--- src/rtl/uart_pkg.sv ---
// uart_pkg: shared constants, state encodings and baud helper for the UART.
// UART_PARITY_EN adds the parity states used by 8E1 framing.
package uart_pkg;
  localparam logic IDLE_LEVEL = 1'b1;
  localparam int CNT_W = 16;
  localparam int BIT_W = 3;
`ifdef UART_PARITY_EN
  typedef enum logic [2:0] {TX_IDLE, TX_WAIT_CTS, TX_START, TX_DATA, TX_PARITY, TX_STOP} tx_state_e;
  typedef enum logic [2:0] {RX_DISARMED, RX_HUNT, RX_START_CHK, RX_DATA, RX_PARITY_CHK, RX_STOP_CHK} rx_state_e;
`else
  typedef enum logic [2:0] {TX_IDLE, TX_WAIT_CTS, TX_START, TX_DATA, TX_STOP} tx_state_e;
  typedef enum logic [2:0] {RX_DISARMED, RX_HUNT, RX_START_CHK, RX_DATA, RX_STOP_CHK} rx_state_e;
`endif
  function automatic int clks_per_bit(input int clk_hz, input int baud);
    return clk_hz / baud;
  endfunction
endpackage

--- src/rtl/uart_baud_cnt.sv ---
// uart_baud_cnt: reloadable bit-period down-counter; tick marks the last cycle of a period.
module uart_baud_cnt import uart_pkg::*; #(
  parameter int CPB = 434
) (
  input  logic clk,
  input  logic rst_n,
  input  logic load,
  input  logic half_load,
  output logic tick
);
  localparam logic [CNT_W-1:0] FULL = CNT_W'(CPB - 1);
  localparam logic [CNT_W-1:0] HALF = CNT_W'(CPB / 2 - 1);
  logic [CNT_W-1:0] cnt_q, cnt_d;
  assign tick = (cnt_q == '0);
  always_comb cnt_d = load ? FULL : half_load ? HALF : tick ? FULL : cnt_q - CNT_W'(1);
  always_ff @(posedge clk or negedge rst_n) begin
    if (!rst_n) cnt_q <= FULL;
    else cnt_q <= cnt_d;
  end
endmodule

--- src/rtl/uart_8n1.sv ---
// uart_8n1: triggered full-duplex 8N1 UART with CTS gating and a shared DONE strobe.
// Define UART_PARITY_EN for 8E1 framing (even parity bit before stop).
module uart_8n1 import uart_pkg::*; #(
  parameter int CLK_HZ = 50_000_000,
  parameter int BAUD   = 115200
) (
  input  logic       CLK_50MHZ,
  input  logic       RST,
  input  logic       RX,
  output logic       TX,
  input  logic       FLOW,
  input  logic [7:0] DATA_IN,
  output logic [7:0] DATA_OUT,
  input  logic       TRG_WRITE,
  input  logic       TRG_READ,
  output logic       DONE
);
  localparam int CPB = clks_per_bit(CLK_HZ, BAUD);
  tx_state_e tx_state_q, tx_state_d;
  rx_state_e rx_state_q, rx_state_d;
  logic [7:0] tx_sh_q, tx_sh_d, rx_sh_q, rx_sh_d, dout_q, dout_d;
  logic [BIT_W-1:0] tx_idx_q, tx_idx_d, rx_idx_q, rx_idx_d;
  logic tx_q, tx_d, done_q, wr_prev_q, rd_prev_q, rx_s1_q, rx_s2_q, rx_prev_q;
  logic tx_load, tx_tick, tx_done, rx_half, rx_tick, rx_done, wr_edge, rd_edge;
`ifdef UART_PARITY_EN
  logic tx_par_q, tx_par_d;
`endif
  assign wr_edge  = TRG_WRITE & ~wr_prev_q;
  assign rd_edge  = TRG_READ & ~rd_prev_q;
  assign TX       = tx_q;
  assign DATA_OUT = dout_q;
  assign DONE     = done_q;
  uart_baud_cnt #(.CPB(CPB)) u_tx_baud (
    .clk(CLK_50MHZ), .rst_n(RST), .load(tx_load), .half_load(1'b0), .tick(tx_tick)
  );
  uart_baud_cnt #(.CPB(CPB)) u_rx_baud (
    .clk(CLK_50MHZ), .rst_n(RST), .load(1'b0), .half_load(rx_half), .tick(rx_tick)
  );
  always_comb begin
    tx_state_d = tx_state_q;
    tx_sh_d    = tx_sh_q;
    tx_idx_d   = tx_idx_q;
    tx_load    = 1'b0;
    tx_done    = 1'b0;
`ifdef UART_PARITY_EN
    tx_par_d   = tx_par_q;
`endif
    case (tx_state_q)
      TX_IDLE: if (wr_edge) begin
        tx_sh_d    = DATA_IN;
`ifdef UART_PARITY_EN
        tx_par_d   = ^DATA_IN;
`endif
        tx_state_d = TX_WAIT_CTS;
      end
      TX_WAIT_CTS: if (FLOW) begin
        tx_load    = 1'b1;
        tx_state_d = TX_START;
      end
      TX_START: if (tx_tick) begin
        tx_idx_d   = '0;
        tx_state_d = TX_DATA;
      end
      TX_DATA: if (tx_tick) begin
        tx_sh_d  = tx_sh_q >> 1;
        tx_idx_d = tx_idx_q + BIT_W'(1);
`ifdef UART_PARITY_EN
        if (tx_idx_q == BIT_W'(7)) tx_state_d = TX_PARITY;
`else
        if (tx_idx_q == BIT_W'(7)) tx_state_d = TX_STOP;
`endif
      end
`ifdef UART_PARITY_EN
      TX_PARITY: if (tx_tick) tx_state_d = TX_STOP;
`endif
      TX_STOP: if (tx_tick) begin
        tx_done    = 1'b1;
        tx_state_d = TX_IDLE;
      end
      default: tx_state_d = TX_IDLE;
    endcase
    // Line level follows the next state so TX is a clean registered output.
    tx_d = (tx_state_d == TX_START) ? 1'b0 : (tx_state_d == TX_DATA) ? tx_sh_d[0] : IDLE_LEVEL;
`ifdef UART_PARITY_EN
    if (tx_state_d == TX_PARITY) tx_d = tx_par_q;
`endif
  end
  always_comb begin
    rx_state_d = rx_state_q;
    rx_sh_d    = rx_sh_q;
    rx_idx_d   = rx_idx_q;
    dout_d     = dout_q;
    rx_half    = 1'b0;
    rx_done    = 1'b0;
    case (rx_state_q)
      RX_DISARMED: if (rd_edge) rx_state_d = RX_HUNT;
      RX_HUNT: if (rx_prev_q && !rx_s2_q) begin
        rx_half    = 1'b1;
        rx_state_d = RX_START_CHK;
      end
      RX_START_CHK: if (rx_tick) begin
        rx_idx_d   = '0;
        rx_state_d = rx_s2_q ? RX_HUNT : RX_DATA;
      end
      RX_DATA: if (rx_tick) begin
        rx_sh_d  = {rx_s2_q, rx_sh_q[7:1]};
        rx_idx_d = rx_idx_q + BIT_W'(1);
`ifdef UART_PARITY_EN
        if (rx_idx_q == BIT_W'(7)) rx_state_d = RX_PARITY_CHK;
`else
        if (rx_idx_q == BIT_W'(7)) rx_state_d = RX_STOP_CHK;
`endif
      end
`ifdef UART_PARITY_EN
      RX_PARITY_CHK: if (rx_tick) rx_state_d = (rx_s2_q == ^rx_sh_q) ? RX_STOP_CHK : RX_HUNT;
`endif
      RX_STOP_CHK: if (rx_tick) begin
        rx_state_d = rx_s2_q ? RX_DISARMED : RX_HUNT;
        rx_done    = rx_s2_q;
        dout_d     = rx_s2_q ? rx_sh_q : dout_q;
      end
      default: rx_state_d = RX_DISARMED;
    endcase
  end
  always_ff @(posedge CLK_50MHZ or negedge RST) begin
    if (!RST) begin
      tx_state_q <= TX_IDLE;
      rx_state_q <= RX_DISARMED;
      tx_sh_q    <= '0;
      rx_sh_q    <= '0;
      dout_q     <= '0;
      tx_idx_q   <= '0;
      rx_idx_q   <= '0;
      tx_q       <= IDLE_LEVEL;
      done_q     <= 1'b0;
      wr_prev_q  <= 1'b0;
      rd_prev_q  <= 1'b0;
      rx_s1_q    <= IDLE_LEVEL;
      rx_s2_q    <= IDLE_LEVEL;
      rx_prev_q  <= IDLE_LEVEL;
    end else begin
      tx_state_q <= tx_state_d;
      rx_state_q <= rx_state_d;
      tx_sh_q    <= tx_sh_d;
      rx_sh_q    <= rx_sh_d;
      dout_q     <= dout_d;
      tx_idx_q   <= tx_idx_d;
      rx_idx_q   <= rx_idx_d;
      tx_q       <= tx_d;
      done_q     <= tx_done | rx_done;
      wr_prev_q  <= TRG_WRITE;
      rd_prev_q  <= TRG_READ;
      rx_s1_q    <= RX;
      rx_s2_q    <= rx_s1_q;
      rx_prev_q  <= rx_s2_q;
    end
  end
`ifdef UART_PARITY_EN
  always_ff @(posedge CLK_50MHZ or negedge RST) begin
    if (!RST) tx_par_q <= 1'b0;
    else tx_par_q <= tx_par_d;
  end
`endif
endmodule

--- config.mk ---
export PLATFORM = sky130hd
export DESIGN_NAME = uart_8n1
export DESIGN_NICKNAME = d
export VERILOG_FILES = /design/src/rtl/uart_pkg.sv /design/src/rtl/uart_baud_cnt.sv /design/src/rtl/uart_8n1.sv
export SDC_FILE = /design/constraint.sdc
export NUM_CORES = 1
export LEC_CHECK = 0
export CORE_ASPECT_RATIO = 1.2
export CORE_MARGIN = 2
export CORE_UTILIZATION = 30
export CTS_BUF_LIST = sky130_fd_sc_hd__clkbuf_2
export CTS_CLUSTER_DIAMETER = 120
export DETAILED_ROUTE_END_ITERATION = 6
export GPL_TIMING_DRIVEN = 0
export PLACE_DENSITY = 0.48
export SYNTH_ARGS = -nofsm -noshare
export SYNTH_HDL_FRONTEND = slang
export SYNTH_SLANG_ARGS = --single-unit
export TNS_END_PERCENT = 50
--- constraint.sdc ---
create_clock -name CLK_50MHZ -period 7 [get_ports CLK_50MHZ]
set_input_delay 1.75 -clock CLK_50MHZ [delete_from_list [all_inputs] [get_ports CLK_50MHZ]]
set_output_delay 1.75 -clock CLK_50MHZ [all_outputs]
set_load 0.005 [all_outputs]
== Yosys cells after proc, flatten, opt, wreduce, memory -nomap -nowiden ==
Index checks and enable logic that the tools add are counted.

* Input port bits: 14
* Register bits: 75
* Output and inout port bits: 10

* Eq/ne operators: 21
* Reduce and logical (&&, ||, !) cells: 15
* $add $sub $neg: 4
* Mux-type cells: 39
* Bitwise operators: 5

{| class="wikitable"
|+ Operators by type and width
! operator !! count
|-
| $mux 16 || 4
|-
| $mux 3 || 16
|-
| $logic_not 16->1 || 2
|-
| $sub 16x1->16 const B || 2
|-
| $pmux 3 s5 || 2
|-
| $eq 3x2->1 const B || 6
|-
| $mux 8 || 2
|-
| $pmux 8 s2 || 1
|-
| $eq 3x3->1 const B || 4
|-
| $pmux 3 s2 || 2
|-
| $reduce_and 3->1 || 4
|-
| $mux 1 || 11
|-
| $ne 2x1->1 const B || 5
|-
| $ne 2x2->1 const B || 4
|-
| $add 3x1->3 const B || 2
|-
| $eq 3x1->1 const B || 2
|-
| $logic_not 3->1 || 2
|-
| $reduce_and 6->1 || 1
|-
| $reduce_bool 2->1 || 3
|-
| $and 1x1->1 || 2
|-
| $mux 2 || 1
|-
| $not 1->1 || 2
|-
| $reduce_and 2->1 || 1
|-
| $logic_and 1x1->1 || 1
|-
| 2 further kinds || 2
|}

== Logic depth before layout (Yosys ltp) ==
Gate-level depths: netlist (run 1).

* Depth after elaboration: 7
* Depth in mapped cells: 9
* Gate-level depth less buffers: 7

== Cells and area by module ==
Synthesis (run 1) repeated with hierarchy kept, for this count alone.

* Cell total of the unflattened synthesis: 315
* Area total of the unflattened synthesis: 3539.6 sq um

{| class="wikitable"
|+ Modules (own cells, without submodules)
! module !! cells an instance !! area each (sq um) !! instances
|-
| uart_8n1 || 157 || 1878.1 || 1
|-
| uart_baud_cnt || 79 || 830.8 || 2
|}

== Worst setup path before layout (run 1) ==
OpenSTA, ideal clock, no wires.

* Path kind: input port to flip-flop
* Start: input port TRG_WRITE
* End: register tx_q, in the netlist TX
* Data required time: 6.912 ns
* Library setup time: 0.088 ns
* Path buffers: 0
* Path slack: 3.739 ns
* Stages on the path: 5
* Data arrival time: 3.173 ns
* Cells stage by stage: nand2b_1 -> nor4_1 -> a31oi_1 -> a211oi_1 -> o21ai_0

* Word-level cells in the longest chain between the ends: 6
* Elaborated cells between the ends (all ways): 9

{| class="wikitable"
|+ RTL lines
! element !! line !! text
|-
| start: declaration || uart_8n1.sv:14 || <nowiki>input logic TRG_WRITE,</nowiki>
|-
| $and 1x1->1 * || uart_8n1.sv:28 || <nowiki>assign wr_edge = TRG_WRITE & ~wr_prev_q;</nowiki>
|-
| $mux 3 || uart_8n1.sv:49 || <nowiki>TX_IDLE: if (wr_edge) begin</nowiki>
|-
| $pmux 3 s5 || uart_8n1.sv:48 || <nowiki>case (tx_state_q)</nowiki>
|-
| $eq 3x2->1 || uart_8n1.sv:83 || <nowiki>tx_d = (tx_state_d == TX_START) ? 1'b0 : (tx_state_d == TX_DATA) ? tx_sh_d[0] : IDLE_LEVEL;</nowiki>
|-
| $mux 1 || uart_8n1.sv:83 ||
|-
| $mux 1 * || uart_8n1.sv:83 ||
|-
| via tx_d || uart_8n1.sv:23 || <nowiki>logic tx_q, tx_d, done_q, wr_prev_q, rd_prev_q, rx_s1_q, rx_s2_q, rx_prev_q;</nowiki>
|-
| end signal: assignment || uart_8n1.sv:149 || <nowiki>tx_q <= tx_d;</nowiki>
|-
| end: declaration || uart_8n1.sv:23 ||
|}

Mark *: on every way through the listed nets, which the timed path passes. The rest lies on a longest branch. The select of a mux whose other input is x is not followed.
A chain may end at the register's enable or synchronous reset.

== Final worst setup path (run 1) ==
* Start: register tx_q, in the netlist TX
* End: output port TX

{| class="wikitable"
|+ RTL lines
! element !! line !! text
|-
| end: declaration || uart_8n1.sv:10 || <nowiki>output logic TX,</nowiki>
|}

No word-level cell between the ends.

==> run summary, run 1 <==
SETUP PATH
------------------------------------------------------------------------------------
Worst setup EP type                                                       output pin
Crit Path Max Fanout                                                               1
CP max stage cell                                                            dfstp_2
Critical path depth                                                                1
Kind of cell adding the most delay to the critical path                   flip-flops
Critical path class                                                     flip-flop to output pin
R2r worst-path depth                                                               6
Endpoint required time on the critical path                                  5.25 ns
Buffer and inverter count on the worst path                                        1
WP data arrival                                                              1.58 ns
Peak per-stage delay on the critical path                                    0.57 ns
Series of cell instances along the critical path                        clkdlybuf4s50_1
Type of element launching the critical path                                flip-flop

WORST HOLD PATH
------------------------------------------------------------------------------------
Hold Path Cell Cnt                                                                 0
Worst min-delay path category                                           flip-flop to flip-flop

PLACE
------------------------------------------------------------------------------------
Count of input and output buffers                                                 23
Dpl hpwl                                                                    4.329 mm
Gpl congestion                                                                0.7268

GLOBAL ROUTE
------------------------------------------------------------------------------------
Maximum number of pins on one net before global-route repair                      62
Number of antenna violations at the first check in global routing                  0
All-layer global routing usage                                                0.1153
Grt total ovfl                                                                     0
Via count of the first global-routing pass                                      2340
Wire length of the first global-routing pass                                11.08 mm

LOGIC SYNTHESIS
------------------------------------------------------------------------------------
Syn. warnings                                                                      0
Number of flip-flops and latches in the synthesized netlist                       75
Dominant synthesized flop cell                                               dfrtp_1
Cell count after synthesis                                                       310
Top cell type by total area after synthesis                                  dfrtp_1
EDFF count, synth                                                                  0
Avg Inst Size Synth                                                        10.98 um2
Cell area after synthesis                                               0.003405 mm2
Most common cell in the synthesized netlist                                  dfrtp_1
Area contributors post-synth                                            dfrtp_1, dfstp_2, mux2_2
Portion of the post-synthesis area used by sequential elements                0.5564
Ranking of synthesized cells by instance count                          dfrtp_1, nand2_1, nor2_1, mux2_2, dfstp_2
Yosys cell types                                                                  47
Net Count, Synth                                                                 331
Post-synthesis async set-or-reset flop share                                   1.000
Area fraction of the dominant cell type after synthesis                       0.4484

DETAILED ROUTING
------------------------------------------------------------------------------------
Iteration-0 DRC count of the detailed router                                      82
DRC violations left                                                                0
Vias post-DR                                                                    2292
Antenna Violating Nets Remaining                                                   0
Total length of routed wires                                                6.276 mm
Avg WL per Cell                                                             13.02 um
Vias per inst                                                                  4.755
Count of TritonRoute iterations in the first routing pass                          4

TIMING
------------------------------------------------------------------------------------
Peak clock frequency supported by timing                                   300.5 MHz
Worst slew margin relative to its limit                                       0.4377
Final TNS setup                                                                 0 ns
Skew final                                                                0.02483 ns
Final number of hold-violating endpoints                                           0
Final number of max-transition violations                                          0
Final worst path period need                                                3.328 ns
Unrepaired setup endpoints after global routing                                   no
Count of endpoints failing setup in the final report                               0
Post-route clock period utilization                                           0.4754
Slew of the pin with the lowest slew margin                                0.8364 ns

PWR
------------------------------------------------------------------------------------
VDD IR-drop max                                                           0.09330 mV
Power Density                                                           234.9 mW/mm2
Final Power                                                                0.9282 mW
Static Leak                                                                 1.667 nW

CLOCKING
------------------------------------------------------------------------------------
Number of gates resized after cts                                                  0
Clk sink count                                                                    75
Number of buffers inserted for hold repair after clock tree synthesis              0
H-tree Lvls                                                                        3
Clock slew seen by the registers of the worst setup and hold paths           0.22 ns
Clock tree from TritonCTS                                                        yes
Latest clock arrival within the worst-skew pair                              0.53 ns
Deepest clock path buffer count                                                    2
CTS buffer count                                                                   9
Post-CTS setup buffer count                                                        0
Master cell of the clock root buffer                                        clkbuf_2

RUN
------------------------------------------------------------------------------------
Max-cap violations                                                                 0

DIE
------------------------------------------------------------------------------------
Starting utilization of the core area                                         0.3085
Die boundary width                                                          101.2 um
Count of boundary I/O pins                                                        24
Floorplan row count                                                               42
Die area                                                                 0.01222 mm2
Vertical die dimension                                                      120.7 um
Core Footprint                                                           0.01104 mm2

LAYOUT
------------------------------------------------------------------------------------
Layout cells sized above 1                                                    0.1771
Post-synthesis to final-layout area growth                                    16.06%
Antenna Cells                                                                      0
Final Net Count                                                                  366

STATUS
------------------------------------------------------------------------------------
Outcome                                                                    completed

[layer usage]
layer / up-vias / share of wire / GRT usage
li1: 1163 / - / -
met1: 1098 / 0.47 / 0.1484
met2: 24 / 0.48 / 0.1809
met4: 0 / 0.015 / 0.04730
met3: 7 / 0.031 / 0.03295
met5: - / 0 / 0
[cell type report]
cell class                 instances  area (um2)
fill                            1141        7084
clock buffer                       9       45.04
buffer                            10       46.29
multi-input combinational        220        1451
inverter                           5       18.77
tap                              132       165.2
clock inverter                     7       75.07
timing repair buffer              24       255.2
sequential                        75        1894
[placed cells by master (no fill, tap or decap), drive strengths merged, types with 6 or more instances in the layout]
| cell | synthesis | layout |
|---|---|---|
| a21oi | 6 | 6 |
| a22oi | 7 | 7 |
| clkbuf | 8 | 17 |
| clkdlybuf4s50 | 0 | 22 |
| dfrtp | 61 | 61 |
| dfstp | 14 | 14 |
| ha | 7 | 7 |
| inv | 5 | 7 |
| mux2 | 17 | 17 |
| nand2 | 38 | 38 |
| nand2b | 8 | 8 |
| nand3 | 6 | 6 |
| nor2 | 30 | 30 |
| nor3 | 10 | 10 |
| nor4 | 7 | 7 |
| o21ai | 16 | 16 |
| or4 | 10 | 10 |
| xnor2 | 13 | 13 |
| xor2 | 10 | 10 |
[cell families (layout without fill, tap and decap cells)]
| group | Yosys count | count (layout) | share of synthesized area |
|---|---|---|---|
| simple gates | 133 | 133 | 0.2087 |
| flops | 75 | 75 | 0.5564 |
| compound gates | 39 | 39 | 0.07167 |
| xor+xnor | 23 | 23 | 0.05917 |
| mux | 18 | 18 | 0.05917 |
| buf+inv | 15 | 55 | 0.01911 |
| fa+ha+maj | 7 | 7 | 0.02572 |
[registers in the layout (all words and copies together), names as in the netlist, 3 cells and up]
register	count
DATA_OUT	8
rx_idx_q	3
rx_sh_q	8
rx_state_q	3
tx_idx_q	3
tx_sh_q	8
tx_state_q	3
u_rx_baud.cnt_q	16
u_tx_baud.cnt_q	16
[stage by stage]
step	std cells	hold WS (ns)	cell area, um2	setup WS [ns]	utilization
3_3_place_gp	465	0.3561	3800	1.382	0.3443
2_1_floorplan	310	0.3452	3405	3.739	-
6_report	482	0.3814	3951	3.672	0.3581
4_1_cts	482	0.3815	3945	3.242	0.3575
5_1_grt	482	0.3886	3951	3.516	0.3581
3_5_place_dp	466	0.3571	3825	2.604	0.3466
[final timing paths]
check,startpoint,to,slack [ns]
worst max-delay path,TX,TX,3.67
worst max register to register,u_rx_baud.cnt_q[0],DATA_OUT[7],4.30
worst min register to register,rx_s1_q,rx_s2_q,0.38
max in group asynchronous,RST,rx_s1_q,5.33
worst min-delay path,rx_s1_q,rx_s2_q,0.38
min in group asynchronous,RST,u_rx_baud.cnt_q[13],1.03
[power by group]
group | internal, mW | switching, mW | leakage [nW]
Clock | 0.0841 | 0.165 | 0.0666
Sequential | 0.491 | 0.0427 | 0.912
Combinational | 0.0712 | 0.0750 | 0.689
Total | 0.646 | 0.282 | 1.67
(Power assumes the default switching activity.)
==> run 2, diff against run 1 <==
- PLACE_DENSITY: 0.48 -> 0.5
- clock period: 7 -> 3 ns (I/O delays scaled with it)
==> run 2 against run 1 <==
- register-to-register slack got worse by 4.0 ns
- combinational power increased by 130%
- hold slack lost 0.30 ns
- final cell count is 0.21% higher
- first-iteration DRC count grew 4.9%
- global-route usage is 0.072 points higher
- worst setup slack worse by 3.4 ns
- sequential cell count unchanged
- clock skew down 0.011 ns
- sequential share of layout area is 0.27 points lower
- critical path depth increased by 5
- clock power increased to 2.6 times the previous value
- critical endpoint is now DATA_OUT[3]
- largest cell class unchanged
- largest power group unchanged
- highest routed layer unchanged
==> run summary, run 2 (synthesis gave the netlist of run 1 again) <==
WORST HOLD PATH
------------------------------------------------------------------------------------
Worst min-delay path category                                           primary input to asynchronous set/reset pin

LAYOUT
------------------------------------------------------------------------------------
Core occupancy in the finished layout                                         0.3601
Cell area after layout                                                  0.003974 mm2
Most common cell after layout, fill and taps aside                           dfrtp_1
Largest registers ranked by flip-flop count                             u_rx_baud.cnt_q: 16 flops, u_tx_baud.cnt_q: 16 flops
Filler cell count in the final layout                                           1131
Antenna Cells                                                                      0
Final Net Count                                                                  367
Sequential Area                                                         0.001894 mm2
Most frequent cells in the layout                                       dfrtp_1, nand2_1, nor2_1
Area used by multi-input combinational logic                            0.001451 mm2
Post-synthesis to final-layout area growth                                    16.72%
Layout cells sized above 1                                                    0.1823

TIMING
------------------------------------------------------------------------------------
Final worst path period need                                                2.723 ns
Peak clock frequency supported by timing                                   367.2 MHz
Slew of the pin with the lowest slew margin                                0.8365 ns
Post-route clock period utilization                                           0.9077
Unrepaired setup endpoints after global routing                                   no
Count of endpoints failing setup in the final report                               0
Worst slew margin relative to its limit                                       0.4372
Final number of max-transition violations                                          0
Final TNS setup                                                                 0 ns
Skew final                                                                0.01369 ns
Final number of hold-violating endpoints                                           0

SETUP PATH
------------------------------------------------------------------------------------
Peak per-stage delay on the critical path                                    0.73 ns
Worst setup EP type                                                        flip-flop
CP max stage cell                                                             nor4_2
Kind of cell adding the most delay to the critical path                 simple AND/OR/NAND/NOR gates
Endpoint required time on the critical path                                  3.41 ns
Series of cell instances along the critical path                        inv_1, ha_1, or3b_2, nor4_2, nand3_2, mux2_2
Buffer and inverter count on the worst path                                        1
Crit Path Max Fanout                                                               9
Type of element launching the critical path                                flip-flop
Critical path class                                                     flip-flop to flip-flop
WP data arrival                                                              3.13 ns

DETAILED ROUTING
------------------------------------------------------------------------------------
DRC violations left                                                                0
Iteration-0 DRC count of the detailed router                                      86
Count of TritonRoute iterations in the first routing pass                          4
Antenna Violating Nets Remaining                                                   0
Vias post-DR                                                                    2325
Vias per inst                                                                  4.814
Avg WL per Cell                                                             13.23 um
Total length of routed wires                                                6.388 mm

DIE
------------------------------------------------------------------------------------
Floorplan row count                                                               42
Die area                                                                 0.01222 mm2
Core Footprint                                                           0.01104 mm2
Count of boundary I/O pins                                                        24
Vertical die dimension                                                      120.7 um
Die boundary width                                                          101.2 um
Starting utilization of the core area                                         0.3085

CLOCKING
------------------------------------------------------------------------------------
Clk sink count                                                                    75
Deepest clock path buffer count                                                    2
CTS buffer count                                                                   9
Number of gates resized after cts                                                  0
Clock slew seen by the registers of the worst setup and hold paths           0.21 ns
H-tree Lvls                                                                        3
Clock tree from TritonCTS                                                        yes
Master cell of the clock root buffer                                        clkbuf_2
Latest clock arrival within the worst-skew pair                              0.50 ns
Post-CTS setup buffer count                                                        0
Number of buffers inserted for hold repair after clock tree synthesis              0

PWR
------------------------------------------------------------------------------------
Power Density                                                           561.6 mW/mm2
VDD IR-drop max                                                            0.1940 mV
Static Leak                                                                 1.692 nW

GLOBAL ROUTE
------------------------------------------------------------------------------------
Wire length of the first global-routing pass                                11.31 mm
Maximum number of pins on one net before global-route repair                      58
Number of antenna violations at the first check in global routing                  0
All-layer global routing usage                                                0.1160
Via count of the first global-routing pass                                      2442
Grt total ovfl                                                                     0

PLACE
------------------------------------------------------------------------------------
Count of input and output buffers                                                 23
Dpl hpwl                                                                    4.378 mm
Total placed instance area                                              0.003830 mm2
Gpl congestion                                                                0.7585

STATUS
------------------------------------------------------------------------------------
Outcome                                                                    completed

RUN
------------------------------------------------------------------------------------
Max-cap violations                                                                 0

-- run 2: cell types whose count changed in the layout (fill, tap and decap cells not counted), sizes merged --
cell	delta
inv	-2
buf	+1
clkinvlp	-2
clkinv	+3
bufinv	+1
-- run 2: cell type report --
class | instances | share of cell area
flip-flops and latches | 75 | 0.4767
inverters | 5 | 0.004723
multi-input cells | 220 | 0.3652
repair buffers | 25 | 0.06549
plain buffers | 10 | 0.01165
clock inverters | 7 | 0.02330
well taps | 132 | 0.04156
clock buffers | 9 | 0.01134
-- run 2: worst register-to-register path: stages (launching register included) --
cell	delay [ns]
dfstp_2	0.43
inv_1	0.08
ha_1	0.15
or3b_2	0.47
nor4_2	0.73
nand3_2	0.41
mux2_2	0.37
-- run 2: power by group --
group	switching [mW]	internal (mW)
registers	0.0991	1.14
clock network	0.375	0.275
logic	0.172	0.166
total	0.646	1.59
-- run 2: worst paths after layout --
| check | slack, ns | cells after the start | start | end |
|---|---|---|---|---|
| worst min-delay path | 0.08 | 1 | RST | u_rx_baud.cnt_q[14] |
| min in group CLK_50MHZ | 0.39 | 0 | rx_s1_q | rx_s2_q |
| max in group asynchronous | 2.28 | 2 | RST | rx_prev_q |
| worst min register to register | 0.39 | 0 | rx_s1_q | rx_s2_q |
| worst max register to register | 0.28 | 6 | u_rx_baud.cnt_q[0] | DATA_OUT[3] |
| worst max-delay path | 0.28 | 6 | u_rx_baud.cnt_q[0] | DATA_OUT[3] |
-- run 2: through the flow --
step | worst slack [ns] | hold WS [ns] | power [mW] | instances
global placement | -1.525 | 0.3578 | 1.589 | 465
detailed placement | 0.1874 | 0.3585 | 1.605 | 467
floorplan | 0.6587 | 0.3452 | 1.491 | 310
CTS | 0.2053 | 0.04185 | 2.265 | 483
finish | 0.2769 | 0.08001 | 2.232 | 483
global route | 0.001789 | 0.01406 | 2.375 | 483
-- run 2: metal layers --
layer / wire length (um) / GRT usage / part of all wire / vias up
met5: 0 / 0 / 0 / -
li1: - / - / - / 1153
met3: 195 / 0.03006 / 0.031 / 8
met1: 3017 / 0.1456 / 0.47 / 1139
met4: 74 / 0.04054 / 0.012 / 0
met2: 3101 / 0.1921 / 0.49 / 25
==> run 3, diff against run 2 <==
- MAX_ROUTING_LAYER: not set -> met4
==> run 3 against run 2 <==
- final cell count stayed put
- core utilization grew 0.079 points
- maximum frequency increased by 4.4%
- first-iteration DRC count fell by 14%
- clock-buffer cell count is the same
- largest cell class unchanged
- largest power group unchanged
- highest routed layer unchanged
==> run summary, run 3 (synthesis gave the netlist of run 1 again) <==
DETAILED ROUTING
---------------------------------------------------------------------------------
Avg WL per Cell                                                          13.28 um
Total length of routed wires                                             6.416 mm
Count of TritonRoute iterations in the first routing pass                       4
Vias post-DR                                                                 2350
DRC violations left                                                             0
Iteration-0 DRC count of the detailed router                                   74
Vias per inst                                                               4.865
Antenna Violating Nets Remaining                                                0

SETUP PATH
---------------------------------------------------------------------------------
Critical path depth                                                             8
Worst setup EP type                                                     flip-flop
Register-to-register setup slack                                          0.39 ns
Endpoint required time on the critical path                               3.45 ns
Critical path endpoint                                                         TX
CP Launch Point                                                      u_tx_baud.cnt_q[0]
Destination of the worst register-to-register timing path                      TX
Kind of cell adding the most delay to the critical path              simple AND/OR/NAND/NOR gates
WP data arrival                                                           3.06 ns
Crit Path Max Fanout                                                            9
Buffer and inverter count on the worst path                                     2
Type of element launching the critical path                             flip-flop
Startpoint of the worst register-to-register path                    u_tx_baud.cnt_q[0]
Peak per-stage delay on the critical path                                 0.50 ns
Series of cell instances along the critical path                     inv_1, ha_1, or3b_2, clkbuf_1, nor4_4, a31oi_2, a211oi_1, o21ai_0
CP max stage cell                                                          nor4_4
Critical path class                                                  flip-flop to flip-flop
R2r worst-path depth                                                            8

CLOCKING
---------------------------------------------------------------------------------
H-tree Lvls                                                                     3
Deepest clock path buffer count                                                 2
Clock slew seen by the registers of the worst setup and hold paths        0.22 ns
Clock tree from TritonCTS                                                     yes
CTS buffer count                                                                9
Master cell of the clock root buffer                                     clkbuf_2
Clk sink count                                                                 75
Latest clock arrival within the worst-skew pair                           0.51 ns

LAYOUT
---------------------------------------------------------------------------------
Final Net Count                                                               367
Antenna Cells                                                                   0
Most common cell after layout, fill and taps aside                        dfrtp_1
Largest registers ranked by flip-flop count                          u_rx_baud.cnt_q: 16 flops, u_tx_baud.cnt_q: 16 flops
Post-synthesis to final-layout area growth                                 16.98%
Filler cell count in the final layout                                        1132
Sequential Area                                                      0.001894 mm2
Post-layout instance count excluding filler cells                             483
Area used by multi-input combinational logic                         0.001460 mm2
Layout cells sized above 1                                                 0.1823
Most frequent cells in the layout                                    dfrtp_1, nand2_1, nor2_1

PLACE
---------------------------------------------------------------------------------
Dpl hpwl                                                                 4.378 mm
Cell count after placement                                                    467
Count of input and output buffers                                              23
Gpl congestion                                                             0.7684

GLOBAL ROUTE
---------------------------------------------------------------------------------
Via count of the first global-routing pass                                   2444
Number of antenna violations at the first check in global routing               0
All-layer global routing usage                                             0.1194
Grt total ovfl                                                                  0
Wire length of the first global-routing pass                             11.32 mm
Maximum number of pins on one net before global-route repair                   58

TIMING
---------------------------------------------------------------------------------
Final number of max-transition violations                                       0
Skew final                                                             0.02090 ns
Final TNS setup                                                              0 ns
Worst slew margin relative to its limit                                    0.4330
Unrepaired setup endpoints after global routing                                no
Final number of hold-violating endpoints                                        0
Final worst path period need                                             2.607 ns
Post-route clock period utilization                                        0.8691
Slew of the pin with the lowest slew margin                             0.8427 ns
Count of endpoints failing setup in the final report                            0
Peak clock frequency supported by timing                                383.5 MHz

RUN
---------------------------------------------------------------------------------
Max-cap violations                                                              0

PWR
---------------------------------------------------------------------------------
VDD IR-drop max                                                         0.1942 mV
Power Density                                                        563.7 mW/mm2
Static Leak                                                              1.693 nW

DIE
---------------------------------------------------------------------------------
Vertical die dimension                                                   120.7 um
Count of boundary I/O pins                                                     24
Core Footprint                                                        0.01104 mm2
Die boundary width                                                       101.2 um
Floorplan row count                                                            42
Die area                                                              0.01222 mm2
Starting utilization of the core area                                      0.3085

STATUS
---------------------------------------------------------------------------------
Outcome                                                                 completed

WORST HOLD PATH
---------------------------------------------------------------------------------
Worst min-delay path category                                        primary input to asynchronous set/reset pin

run 3: cell counts in the layout (fill, tap and decap cells not counted):
No cell type changed its count.
run 3: metrics by stage:
step	cell area [um2]	setup WS [ns]	util	hold WS [ns]	power (mW)
CTS	3968	0.2053	0.3595	0.04185	2.265
global route	3983	0.03683	0.3609	0.0006706	2.390
global placement	3800	-1.525	0.3443	0.3578	1.589
finish	3983	0.3926	0.3609	0.07620	2.245
detailed placement	3830	0.1874	0.3471	0.3585	1.605
floorplan	3405	0.6587	-	0.3452	1.491
run 3: worst min-delay path by stage:
stage	depth (start not counted)	slack [ns]	to
6_report	1	0.08	u_rx_baud.cnt_q[2]
5_1_grt	1	0.0007	DATA_OUT[7]
4_1_cts	1	0.04	u_rx_baud.cnt_q[13]
3_5_place_dp	0	0.36	rx_s2_q
3_3_place_gp	0	0.36	rx_s2_q
2_1_floorplan	0	0.35	rx_s2_q
run 3: final cells by class:
cell class                      count  area share
Sequential cell                    75      0.4757
Multi-Input combinational cell    220      0.3666
Timing Repair Buffer               25     0.06535
Tap cell                          132     0.04147
Clock inverter                      7     0.02325
Buffer                             10     0.01162
Clock buffer                        9     0.01131
Inverter                            5    0.004713
run 3: timing repair:
action / in CTS / in global routing
gates resized for setup: 0 / 2
buffers inserted: 0 / 0
endpoints found under the setup margin: 0 / 2
hold buffers: 0 / 0
run 3: routing by layer:
metal	GRT usage	share of wire	vias to the layer above
met1	0.1470	0.47	1153
met4	0.04054	0.014	0
li1	-	-	1154
met5	-	0	-
met2	0.1929	0.48	31
met3	0.02775	0.029	12
run 3: report_power, final:
part | total, mW | leakage, nW | internal [mW] | switching (mW)
Clock | 0.652 | 0.0856 | 0.275 | 0.377
Sequential | 1.24 | 0.912 | 1.14 | 0.0992
Combinational | 0.349 | 0.696 | 0.167 | 0.183
